<file path="config.mk">
export PLATFORM = sky130hd
export DESIGN_NAME = ram_march_bist_flat
export DESIGN_NICKNAME = d
export VERILOG_FILES = /design/src/rtl/ram_march_bist_if.sv /design/src/rtl/ram_march_bist.sv /design/src/flat_wrapper.sv
export SDC_FILE = /design/constraint.sdc
export NUM_CORES = 1
export LEC_CHECK = 0
export BUFFER_PORTS_ARGS = -buffer_cell sky130_fd_sc_hd__buf_4
export CAP_MARGIN = 20
export CORE_MARGIN = 2
export CORE_UTILIZATION = 50
export CTS_CLUSTER_DIAMETER = 200
export DETAILED_ROUTE_END_ITERATION = 16
export PLACE_DENSITY = 0.75
export SYNTH_ARGS = -nofsm -noshare
export SYNTH_HDL_FRONTEND = slang
export SYNTH_SLANG_ARGS = --single-unit
export TNS_END_PERCENT = 10
</file>
<file path="constraint.sdc">
create_clock -name clk -period 3.03 [get_ports clk]
set_input_delay 0.1515 -clock clk [delete_from_list [all_inputs] [get_ports clk]]
set_output_delay 0.1515 -clock clk [all_outputs]
set_load 0.005 [all_outputs]
</file>
<file path="src/rtl/ram_march_bist_if.sv">
// Signal bundle between the march BIST sequencer, its test controller and the RAM it exercises.
// The master side is the sequencer; the slave side is the controller/RAM environment.
interface ram_march_bist_if #(
  parameter int ADDR_WIDTH = 7,
  parameter int DATA_WIDTH = 8
);
  // Handshake: start is a level sampled only while idle. busy is high for the whole
  // run, done pulses for one cycle at the end, and pass/fail_*/err_cnt hold until the next start.
  logic                  start;
  logic                  busy;
  logic                  done;
  logic                  pass;
  logic [ADDR_WIDTH-1:0] fail_addr;
  logic [2:0]            fail_elem;
  logic [15:0]           err_cnt;

  logic                  ram_we;
  logic [ADDR_WIDTH-1:0] ram_addr;
  logic [DATA_WIDTH-1:0] ram_wdata;
  logic [DATA_WIDTH-1:0] ram_q;

  modport master (
    input  start, ram_q,
    output busy, done, pass, fail_addr, fail_elem, err_cnt,
    output ram_we, ram_addr, ram_wdata
  );

  modport slave (
    output start, ram_q,
    input  busy, done, pass, fail_addr, fail_elem, err_cnt,
    input  ram_we, ram_addr, ram_wdata
  );
endinterface

</file>
<file path="src/rtl/ram_march_bist.sv">
// March C- self-test sequencer for a single-port RAM with a registered 1-cycle read.
// Elements M1..M5 spend two cycles per address: A issues the read, B compares ram_q and writes.
module ram_march_bist #(
  parameter int                    ADDR_WIDTH = 7,
  parameter int                    DATA_WIDTH = 8,
  parameter int                    DEPTH      = 128,
  parameter logic [DATA_WIDTH-1:0] BG_PATTERN = '0
) (
  input  logic             clk,
  input  logic             rst_n,
  ram_march_bist_if.master bus,
  output logic [3:0]       state_dbg
);

  typedef enum logic [3:0] {
    S_IDLE = 4'd0,
    S_M0   = 4'd1,
    S_M1   = 4'd2,
    S_M2   = 4'd3,
    S_M3   = 4'd4,
    S_M4   = 4'd5,
    S_M5   = 4'd6,
    S_DONE = 4'd7
  } state_t;

  localparam logic [ADDR_WIDTH-1:0] LAST  = ADDR_WIDTH'(DEPTH - 1);
  localparam logic [DATA_WIDTH-1:0] PAT_Z = BG_PATTERN;
  localparam logic [DATA_WIDTH-1:0] PAT_O = ~BG_PATTERN;

  state_t                state, state_n;
  logic                  phase_b, phase_n;
  logic [ADDR_WIDTH-1:0] addr, addr_n;

  logic                  busy, we, descending, elem_last, compare, mismatch, start_run;
  logic [DATA_WIDTH-1:0] wdata, exp_rd;
  logic [2:0]            elem;

  logic                  pass_r;
  logic [ADDR_WIDTH-1:0] fail_addr_r;
  logic [2:0]            fail_elem_r;
  logic [15:0]           err_cnt_r;

  // Per-element decode: bus drive, expected read value and traversal direction.
  always_comb begin
    busy       = 1'b0;
    we         = 1'b0;
    wdata      = '0;
    exp_rd     = PAT_Z;
    elem       = 3'd0;
    descending = 1'b0;
    unique case (state)
      S_M0: begin
        busy  = 1'b1;
        we    = 1'b1;
        wdata = PAT_Z;
      end
      S_M1: begin
        busy   = 1'b1;
        elem   = 3'd1;
        we     = phase_b;
        wdata  = phase_b ? PAT_O : '0;
        exp_rd = PAT_Z;
      end
      S_M2: begin
        busy   = 1'b1;
        elem   = 3'd2;
        we     = phase_b;
        wdata  = phase_b ? PAT_Z : '0;
        exp_rd = PAT_O;
      end
      S_M3: begin
        busy       = 1'b1;
        elem       = 3'd3;
        descending = 1'b1;
        we         = phase_b;
        wdata      = phase_b ? PAT_O : '0;
        exp_rd     = PAT_Z;
      end
      S_M4: begin
        busy       = 1'b1;
        elem       = 3'd4;
        descending = 1'b1;
        we         = phase_b;
        wdata      = phase_b ? PAT_Z : '0;
        exp_rd     = PAT_O;
      end
      S_M5: begin
        busy   = 1'b1;
        elem   = 3'd5;
        exp_rd = PAT_Z;
      end
      default: ;
    endcase
  end

  assign elem_last = descending ? (addr == '0) : (addr == LAST);
  assign compare   = busy && (state != S_M0) && phase_b;
  assign mismatch  = compare && (bus.ram_q != exp_rd);
  assign start_run = (state == S_IDLE) && bus.start;

  always_comb begin
    state_n = state;
    phase_n = phase_b;
    addr_n  = addr;
    unique case (state)
      S_IDLE: begin
        if (bus.start) begin
          state_n = S_M0;
          phase_n = 1'b0;
          addr_n  = '0;
        end
      end
      S_M0: begin
        if (elem_last) begin
          state_n = S_M1;
          addr_n  = '0;
        end else begin
          addr_n = addr + 1'b1;
        end
      end
      S_DONE: state_n = S_IDLE;
      default: begin
        if (!phase_b) begin
          phase_n = 1'b1;
        end else begin
          phase_n = 1'b0;
          if (!elem_last) begin
            addr_n = descending ? addr - 1'b1 : addr + 1'b1;
          end else begin
            // Each element starts at the end its own direction begins from.
            unique case (state)
              S_M1: begin state_n = S_M2;   addr_n = '0;   end
              S_M2: begin state_n = S_M3;   addr_n = LAST; end
              S_M3: begin state_n = S_M4;   addr_n = LAST; end
              S_M4: begin state_n = S_M5;   addr_n = '0;   end
              default: begin state_n = S_DONE; addr_n = '0; end
            endcase
          end
        end
      end
    endcase
  end

  always_ff @(posedge clk or negedge rst_n) begin
    if (!rst_n) begin
      state   <= S_IDLE;
      phase_b <= 1'b0;
      addr    <= '0;
    end else begin
      state   <= state_n;
      phase_b <= phase_n;
      addr    <= addr_n;
    end
  end

  always_ff @(posedge clk or negedge rst_n) begin
    if (!rst_n) begin
      pass_r      <= 1'b0;
      fail_addr_r <= '0;
      fail_elem_r <= '0;
      err_cnt_r   <= '0;
    end else if (start_run) begin
      pass_r      <= 1'b0;
      fail_addr_r <= '0;
      fail_elem_r <= '0;
      err_cnt_r   <= '0;
    end else begin
      if (mismatch) begin
        if (err_cnt_r == 16'h0000) begin
          fail_addr_r <= addr;
          fail_elem_r <= elem;
        end
        if (err_cnt_r != 16'hFFFF) err_cnt_r <= err_cnt_r + 16'd1;
      end
      // The final compare may itself mismatch, so fold it in before pass is published.
      if ((state == S_M5) && phase_b && elem_last) pass_r <= (err_cnt_r == 16'h0000) && !mismatch;
    end
  end

  assign bus.busy      = busy;
  assign bus.done      = (state == S_DONE);
  assign bus.pass      = pass_r;
  assign bus.fail_addr = fail_addr_r;
  assign bus.fail_elem = fail_elem_r;
  assign bus.err_cnt   = err_cnt_r;
  assign bus.ram_we    = we;
  assign bus.ram_addr  = busy ? addr : '0;
  assign bus.ram_wdata = wdata;
  assign state_dbg     = state;

endmodule

</file>
<file path="src/flat_wrapper.sv">
// flat-port wrapper written by rule: the top's interface ports become plain ports
module ram_march_bist_flat 
#(
  parameter int                    ADDR_WIDTH = 7,
  parameter int                    DATA_WIDTH = 8,
  parameter int                    DEPTH      = 128,
  parameter logic [DATA_WIDTH-1:0] BG_PATTERN = '0
)
  (clk, rst_n, state_dbg, bus_start, bus_ram_q, bus_busy, bus_done, bus_pass, bus_fail_addr, bus_fail_elem, bus_err_cnt, bus_ram_we, bus_ram_addr, bus_ram_wdata);
  ram_march_bist_if #(.ADDR_WIDTH(ADDR_WIDTH), .DATA_WIDTH(DATA_WIDTH)) bus_i ();
  input  logic clk;
  input  logic rst_n;
  output logic [3:0] state_dbg;
  input wire logic [$bits(bus_i.start)-1:0] bus_start;
  input wire logic [$bits(bus_i.ram_q)-1:0] bus_ram_q;
  output wire logic [$bits(bus_i.busy)-1:0] bus_busy;
  output wire logic [$bits(bus_i.done)-1:0] bus_done;
  output wire logic [$bits(bus_i.pass)-1:0] bus_pass;
  output wire logic [$bits(bus_i.fail_addr)-1:0] bus_fail_addr;
  output wire logic [$bits(bus_i.fail_elem)-1:0] bus_fail_elem;
  output wire logic [$bits(bus_i.err_cnt)-1:0] bus_err_cnt;
  output wire logic [$bits(bus_i.ram_we)-1:0] bus_ram_we;
  output wire logic [$bits(bus_i.ram_addr)-1:0] bus_ram_addr;
  output wire logic [$bits(bus_i.ram_wdata)-1:0] bus_ram_wdata;
  assign bus_i.start = bus_start;
  assign bus_i.ram_q = bus_ram_q;
  assign bus_busy = bus_i.busy;
  assign bus_done = bus_i.done;
  assign bus_pass = bus_i.pass;
  assign bus_fail_addr = bus_i.fail_addr;
  assign bus_fail_elem = bus_i.fail_elem;
  assign bus_err_cnt = bus_i.err_cnt;
  assign bus_ram_we = bus_i.ram_we;
  assign bus_ram_addr = bus_i.ram_addr;
  assign bus_ram_wdata = bus_i.ram_wdata;
  ram_march_bist #(.ADDR_WIDTH(ADDR_WIDTH), .DATA_WIDTH(DATA_WIDTH), .DEPTH(DEPTH), .BG_PATTERN(BG_PATTERN)) u_core (.clk(clk), .rst_n(rst_n), .bus(bus_i), .state_dbg(state_dbg));
endmodule
</file>
After elaboration in Yosys (flattened, before gate mapping)
Cells that the tools add are included.
W data, S select, Z words.
{"block": "totals", "ff_bits": 39, "input_bits": 11}
{"block": "classes", "addsub": 3, "n_eq_ne": 13, "muxes": 36, "n_bitwise": 2, "reduce_logical": 30}
{"operator": "$mux W7", "n": 10}
{"operator": "$mux W16", "n": 3}
{"operator": "$mux W8", "n": 3}
{"operator": "$pmux W7 S3", "n": 1}
{"operator": "$add A16 B1 Y16 const B", "n": 1}
{"operator": "$eq A4 B3 Y1 const B", "n": 4}
{"operator": "$logic_not A16 Y1", "n": 1}
{"operator": "$mux W4", "n": 4}
{"operator": "$ne A16 B16 Y1 const B", "n": 1}
{"operator": "$pmux W3 S5", "n": 1}
{"operator": "$pmux W3 S4", "n": 1}
{"operator": "$pmux W4 S3", "n": 1}
{"operator": "$reduce_or A2 Y1", "n": 5}
{"operator": "$mux W3", "n": 3}
{"operator": "$eq A4 B2 Y1 const B", "n": 2}
{"operator": "$ne A8 B8 Y1", "n": 1}
{"operator": "$reduce_bool A2 Y1", "n": 4}
{"operator": "$add A7 B1 Y7 const B", "n": 1}
{"operator": "$eq A7 B7 Y1 const B", "n": 1}
{"operator": "$logic_and A1 B1 Y1", "n": 7}
{"operator": "$logic_not A7 Y1", "n": 1}
{"operator": "$mux W1", "n": 7}
{"operator": "$sub A7 B1 Y7 const B", "n": 1}
{"operator": "$reduce_and A2 Y1", "n": 3}
{"operator": "14 further kinds", "n": 17}

Depth between registers and ports, before layout
Gate-level depths: netlist of run 1.
{"block": "logic_depth", "depth_word": 10, "ltp_mapped": 10}

Least setup slack after synthesis of run 1
OpenSTA, ideal clock, no wires.
{"block": "synth_timing", "path_type": "register to register", "start": "register u_core.state[1] (netlist: u_core.state_dbg[1])", "end": "register u_core.pass_r (netlist: u_core.bus.pass)", "setup_ns": 0.132, "t_arrival_ns": 2.212, "setup_slack_ns": 0.687, "stages_incl_launch_ff": 10, "n_path_buf": 2, "path_cell_list": "dfrtp_1 -> clkbuf_1 -> inv_1 -> ha_1 -> nor3_1 -> o2bb2a_1 -> buf_2 -> nor3_1 -> mux2i_1 -> nor2_1"}
{"block": "synth_between", "elab_chain_len": 10, "elab_cells_between_ends": 27, "classes_between": "eq/ne: 8; mux: 6; reduce/logical: 13"}
{"element": "from (decl)", "line_no": "ram_march_bist.sv:30", "source": "state_t state, state_n;"}
{"element": "from (signal assigned)", "line_no": "ram_march_bist.sv:150", "source": "state <= state_n;"}
{"element": "branches (longest 10 deep; another with $mux W8)"}
{"element": "to (signal assigned)", "line_no": "ram_march_bist.sv:176", "source": "if ((state == S_M5) && phase_b && elem_last) pass_r <= (err_cnt_r == 16'h0000) && !mismatch;"}
{"element": "to (decl)", "line_no": "ram_march_bist.sv:38", "source": "logic pass_r;"}
Several ways; the timed one is not identified. The select of a mux whose other input is x is not followed.
A chain may end at the register's enable or synchronous reset.

Worst setup path in the final report of run 1
Ends and elaborated chain as after synthesis.

==> results of run 1 <==
==> metal layers <==
layer	wire length [um]	vias to the layer above	part of all wire
met1	3170	1237	0.47
met2	3160	80	0.46
li1	-	1206	-
met3	399	12	0.058
met4	86	0	0.013
met5	0	-	0
==> worst min path at each step <==
| stage | slack, ps | end | cells after the start |
|---|---|---|---|
| global route | 330 | u_core.phase_b | 4 |
| finish | 250 | u_core.phase_b | 4 |
| global placement | 160 | u_core.bus.err_cnt[15] | 1 |
| CTS | 250 | u_core.phase_b | 4 |
| floorplan | -140 | u_core.addr[0] | 0 |
| detailed placement | 160 | u_core.bus.err_cnt[15] | 1 |
==> area by class of cell <==
cell class	count	area (um^2)	area share
Timing Repair Buffer	61	460	0.146
Clock buffer	5	68.8	0.0218
Inverter	11	41.3	0.0131
Clock inverter	3	45.0	0.0143
Multi-Input combinational cell	242	1500	0.475
Tap cell	70	87.6	0.0278
Sequential cell	38	951	0.302
==> Yosys cell counts (all sizes together), types with 3 or more instances <==
| library cell | count |
|---|---|
| o21ai | 23 |
| nor3 | 16 |
| and2 | 3 |
| or3 | 3 |
| inv | 11 |
| nor2 | 25 |
| nand2 | 50 |
| and4 | 3 |
| mux2i | 8 |
| nor4 | 13 |
| xor2 | 6 |
| clkbuf | 10 |
| buf | 15 |
| nand3 | 13 |
| and3 | 5 |
| nand2b | 3 |
| dfrtp | 38 |
| nand4 | 7 |
| ha | 7 |
| o211ai | 3 |
| a211oi | 3 |
| xnor2 | 4 |
| a21oi | 10 |
==> worst max-delay path, stage by stage, from the launching register on <==
cell      delay [ps]
dfrtp_1          660
inv_1            180
ha_1             370
nor3_1           360
o2bb2a_1         400
nor3_1           310
mux2i_1          230
nor2_1            50
==> kinds of logic after synthesis <==
group | count (synthesis)
xor gates and xnor gates | 10
other | 1
adders and majority gates | 7
DFF | 38
buffers and inverters | 36
muxes | 9
AOI/OAI and AO/OA | 64
and+or+nand+nor | 151
==> state kept, by name, indices dropped and copies added, names as in the netlist <==
signal / cells
u_core.addr: 7
u_core.state_dbg: 3
u_core.bus.fail_addr: 7
u_core.bus.err_cnt: 16
u_core.phase_b: 1
u_core.bus.pass: 1
u_core.bus.fail_elem: 3
==> report_power, final <==
part	switching, mW	leakage [nW]	internal, mW	total [mW]
Clock	0.204	0.0504	0.245	0.449
Sequential	0.0959	0.519	0.539	0.635
Combinational	0.168	0.837	0.166	0.334
Total	0.467	1.41	0.951	1.42
==> per-stage QoR <==
| stage | area [um^2] | setup slack (ps) | utilization |
|---|---|---|---|
| after floorplan | 2620 | 687 | - |
| after global placement | 3030 | 546 | 0.597 |
| after detailed placement | 3030 | 394 | 0.597 |
| after CTS | 3150 | 367 | 0.621 |
| after global routing | 3150 | 99.8 | 0.621 |
| final | 3150 | 346 | 0.621 |
==> flow_summary.yaml, run 1 <==
logic_synthesis:
  synthAdderAreaFrac: 0.0334
  yosys.area_share.simple: 0.302
  muxShareOfSynthArea: 0.0348
  synth_compound_area_frac: 0.167
  ys_ff_latch: 38
  synth_cells: 316
  yosysTopAreaCell: "dfrtp_1"
  synth_edf_count: 0
  synthXorXnorAreaFrac: 0.0334
  avgSynthCellArea_um2: 8.30
  synth_top_family_by_area: "simple AND/OR/NAND/NOR gates"
  synth_area_leaders: "dfrtp_1, nand2_1, o21ai_0, nor2_1, ha_1"
  synth_ff_type: "dfrtp_1"
  syn_nets: 334
  ys_warn_count: 0
  seq_area_frac_synth: 0.363
  yosys.area.top_type_share: 0.363
  synth.distinct_cells: 58
  async_flop_share: 1.00
  synth_area_um2: 2620
finish:
  fill_cells: 475
  final_common_cell: "buf_4"
  nets: 377
  drive_gt1_frac: 0.222
  insertedDiodeCount: 0
  final_cells: 430
  syn_to_final_growth_pct: 20.2
  final_cell_mix: "buf_4, nand2_1, dfrtp_1"
clock_network:
  cts.sinks: 38
  ctsHoldBuffers: 1
  cts_tree: "built"
  post_cts_buffers: 0
  insertion_delay_ps: 300
  cts.root.buffer_cell: "clkbuf_8"
  cts_resized: 0
  cts_buffers: 5
  h-tree-depth: 2
  cts.path.max_buffers: 2
  clk_pin_slew_ps: 80
placed_design:
  io_buffers: 58
  dpl.hpwl_um: 4740
  dp_cells: 421
  place.gp.congestion: 0.896
timing:
  slew_headroom: 0.464
  final.setup.tns_ps: 0
  tightest_slew_ps: 802
  timing.final.crit_share: 0.886
  slew_viol_final: 0
  max_freq_mhz: 373
  setup_viol: 0
  rsz0062_at_grt: "false"
  skew_ps: 4.33
  post-route-min-period_ps: 2680
  finalHoldViolCount: 0
  hold_ws_ps: 253
grt:
  gr-total-overflow: 0
  grt_busiest_layer: "met2"
  gr-usage-met1: 0.337
  grt.total_usage: 0.247
  groute.layer.met2.usage: 0.393
  antenna_found_initial: 0
  grt_start_max_net_pins: 39
  grt_pass1_wl_um: 11900
  grt_pass1_vias: 2443
  met3_usage: 0.0581
routing:
  wl_per_cell_um: 15.9
  drtIter0Drc: 279
  drtPass1Iterations: 4
  ant_nets: 0
  vias: 2535
  wirelength_um: 6820
  via_per_inst: 5.90
  drc: 0
setup_path:
  r2r-start: "u_core.state_dbg[1]"
  worst_setup_path_end_kind: "flip-flop"
  critPathLaunch: "u_core.state_dbg[1]"
  critPathArrivalTime_ps: 2860
  start_kind: "flip-flop"
  cp-endpoint: "u_core.bus.pass"
  reg2reg_depth: 7
  r2r-end: "u_core.bus.pass"
  crit_type: "reg -> reg"
  worstPathMaxFanout: 16
  required_ps: 3200
  rrSetupSlack_ps: 350
floorplanning:
  fp.dieW_um: 76.4
  num_rows: 26
  core_um2: 5070
  io_pins: 60
  die_h_um: 76.4
  start_util: 0.517
  dieArea_um2: 5840
flow_run:
  maxCapViolCount: 0
power:
  ir_drop_uv: 367
  power_density_nw_per_um2: 450
  total_power_mw: 1.42
  p_leak_nw: 1.41
min_path:
  holdCritStartpoint: "bus_start"
  min_path_type: "in -> reg"
run_status:
  status: "finished, final reports clean"
No activity file was read; power rests on OpenSTA's default activity.
==> inputs of run 2 (changes only) <==
- CORE_UTILIZATION: 50 -> 54
- PLACE_DENSITY: 0.75 -> 0.8
==> run 2 against run 1 <==
Via count shrank 0.20%. Highest routed layer unchanged. Critical path type unchanged. Register-to-register slack improved by 20 ps. Sequential power down 0.9%.
==> flow_summary.yaml, run 2 (synthesis gave the netlist of run 1 again) <==
placed_design:
  place.gp.congestion: 0.880
  preCtsSetupSlack_ps: 440
  dpl.hpwl_um: 4700
  io_buffers: 58
routing:
  via_per_inst: 6.11
  drtIter0Drc: 245
  wl_per_cell_um: 16.0
  wirelength_um: 6620
  drc: 0
  vias: 2530
  ant_nets: 0
  drtPass1Iterations: 5
clock_network:
  cts_buffers: 5
  insertion_delay_ps: 290
  ctsHoldBuffers: 1
  h-tree-depth: 2
  cts.sinks: 38
  clk_pin_slew_ps: 80
  cts_tree: "built"
  cts_resized: 0
  cts.path.max_buffers: 2
  cts.root.buffer_cell: "clkbuf_8"
  post_cts_buffers: 0
setup_path:
  critPathArrivalTime_ps: 2850
  r2r-end: "u_core.state_dbg[1]"
  worst_setup_path_end_kind: "flip-flop"
  worstPathMaxFanout: 16
  rrSetupSlack_ps: 370
  required_ps: 3220
  reg2reg_depth: 7
  crit_type: "reg -> reg"
  r2r-start: "u_core.state_dbg[1]"
  start_kind: "flip-flop"
finish:
  syn_to_final_growth_pct: 20.3
  seqCellArea_um2: 951
  final_common_cell: "buf_4"
  insertedDiodeCount: 0
  multiInputGateArea_um2: 1500
  drive_gt1_frac: 0.222
  largest_reg_flops: 16
  final_core_util: 0.673
  fill_cells: 395
  final_cell_mix: "buf_4, nand2_1, dfrtp_1"
  nets: 377
timing:
  setup_viol: 0
  skew_ps: 2.36
  tightest_slew_ps: 748
  timing.final.crit_share: 0.878
  slew_viol_final: 0
  finalHoldViolCount: 0
  max_freq_mhz: 376
  rsz0062_at_grt: "false"
  slew_headroom: 0.501
  final.setup.tns_ps: 0
  post-route-min-period_ps: 2660
  setup_slack_ps: 369
power:
  internal_power_mw: 1.04
  p_leak_nw: 1.42
  p_seq_frac: 0.423
  ir_drop_uv: 314
  power_density_nw_per_um2: 471
  switching_share: 0.304
  comb_power_share: 0.223
  power_frac_clock: 0.354
  p_sw_mw: 0.451
  total_power_mw: 1.49
floorplanning:
  start_util: 0.559
  core_um2: 4690
  io_pins: 60
  die_h_um: 73.7
  num_rows: 25
  dieArea_um2: 5430
  fp.dieW_um: 73.7
min_path:
  holdCritStartpoint: "bus_start"
  holdPathEnd: "u_core.bus.fail_elem[2]"
  min_path_type: "in -> reg"
  min_path_cells: 4
grt:
  grt_pass1_wl_um: 10800
  grt_pass1_vias: 2283
  gr-total-overflow: 0
  antenna_found_initial: 0
  grt.total_usage: 0.255
  grt_start_max_net_pins: 39
flow_run:
  maxCapViolCount: 0
run_status:
  status: "finished, final reports clean"
[run 2: critical path, cell delays in order, from the launching register on]
cell and delay [ps]:
dfrtp_1 650, inv_1 190, ha_1 370, nor3_1 360
o2bb2a_1 400, nor2_1 210, a21oi_1 90, a311oi_1 270
[run 2: cell type report]
| type | instances | area share |
|---|---|---|
| Inverter | 11 | 0.0131 |
| Sequential cell | 38 | 0.301 |
| Multi-Input combinational cell | 242 | 0.475 |
| Timing Repair Buffer | 61 | 0.146 |
| Tap cell | 54 | 0.0214 |
| Clock inverter | 3 | 0.0218 |
| Clock buffer | 5 | 0.0218 |
[run 2: worst max path at each step]
stage,start,to,slack (ps),depth (start not counted)
2_1_floorplan,u_core.state_dbg[1],u_core.bus.pass,690,9
3_3_place_gp,u_core.state_dbg[1],u_core.bus.err_cnt[14],550,6
3_5_place_dp,u_core.state_dbg[1],u_core.bus.err_cnt[4],440,6
4_1_cts,u_core.state_dbg[1],u_core.bus.err_cnt[14],390,6
5_1_grt,u_core.state_dbg[1],u_core.state_dbg[1],100,7
6_report,u_core.state_dbg[1],u_core.state_dbg[1],370,7
[run 2: power groups by stage]
stage | Sequential, mW | Combinational, mW | Clock (mW)
2_1_floorplan | 0.579 | 0.266 | 0
3_3_place_gp | 0.642 | 0.329 | 0
3_5_place_dp | 0.638 | 0.330 | 0
4_1_cts | 0.629 | 0.333 | 0.533
5_1_grt | 0.642 | 0.370 | 0.554
6_report | 0.629 | 0.332 | 0.526
[run 2: metal layers]
| metal | routed length (um) | global-route usage | share of wire | vias up |
|---|---|---|---|---|
| li1 | - | - | - | 1207 |
| met5 | 0 | 0 | 0 | - |
| met1 | 2860 | 0.355 | 0.43 | 1182 |
| met4 | 109 | 0.0788 | 0.016 | 0 |
| met2 | 3130 | 0.405 | 0.47 | 129 |
| met3 | 515 | 0.0453 | 0.078 | 12 |
[run 2: stage by stage]
stage	instance area [um^2]	hold WS, ps	cells
2_1_floorplan	2620	-144	316
3_3_place_gp	3010	154	405
3_5_place_dp	3010	157	405
4_1_cts	3160	258	414
5_1_grt	3160	290	414
6_report	3160	267	414
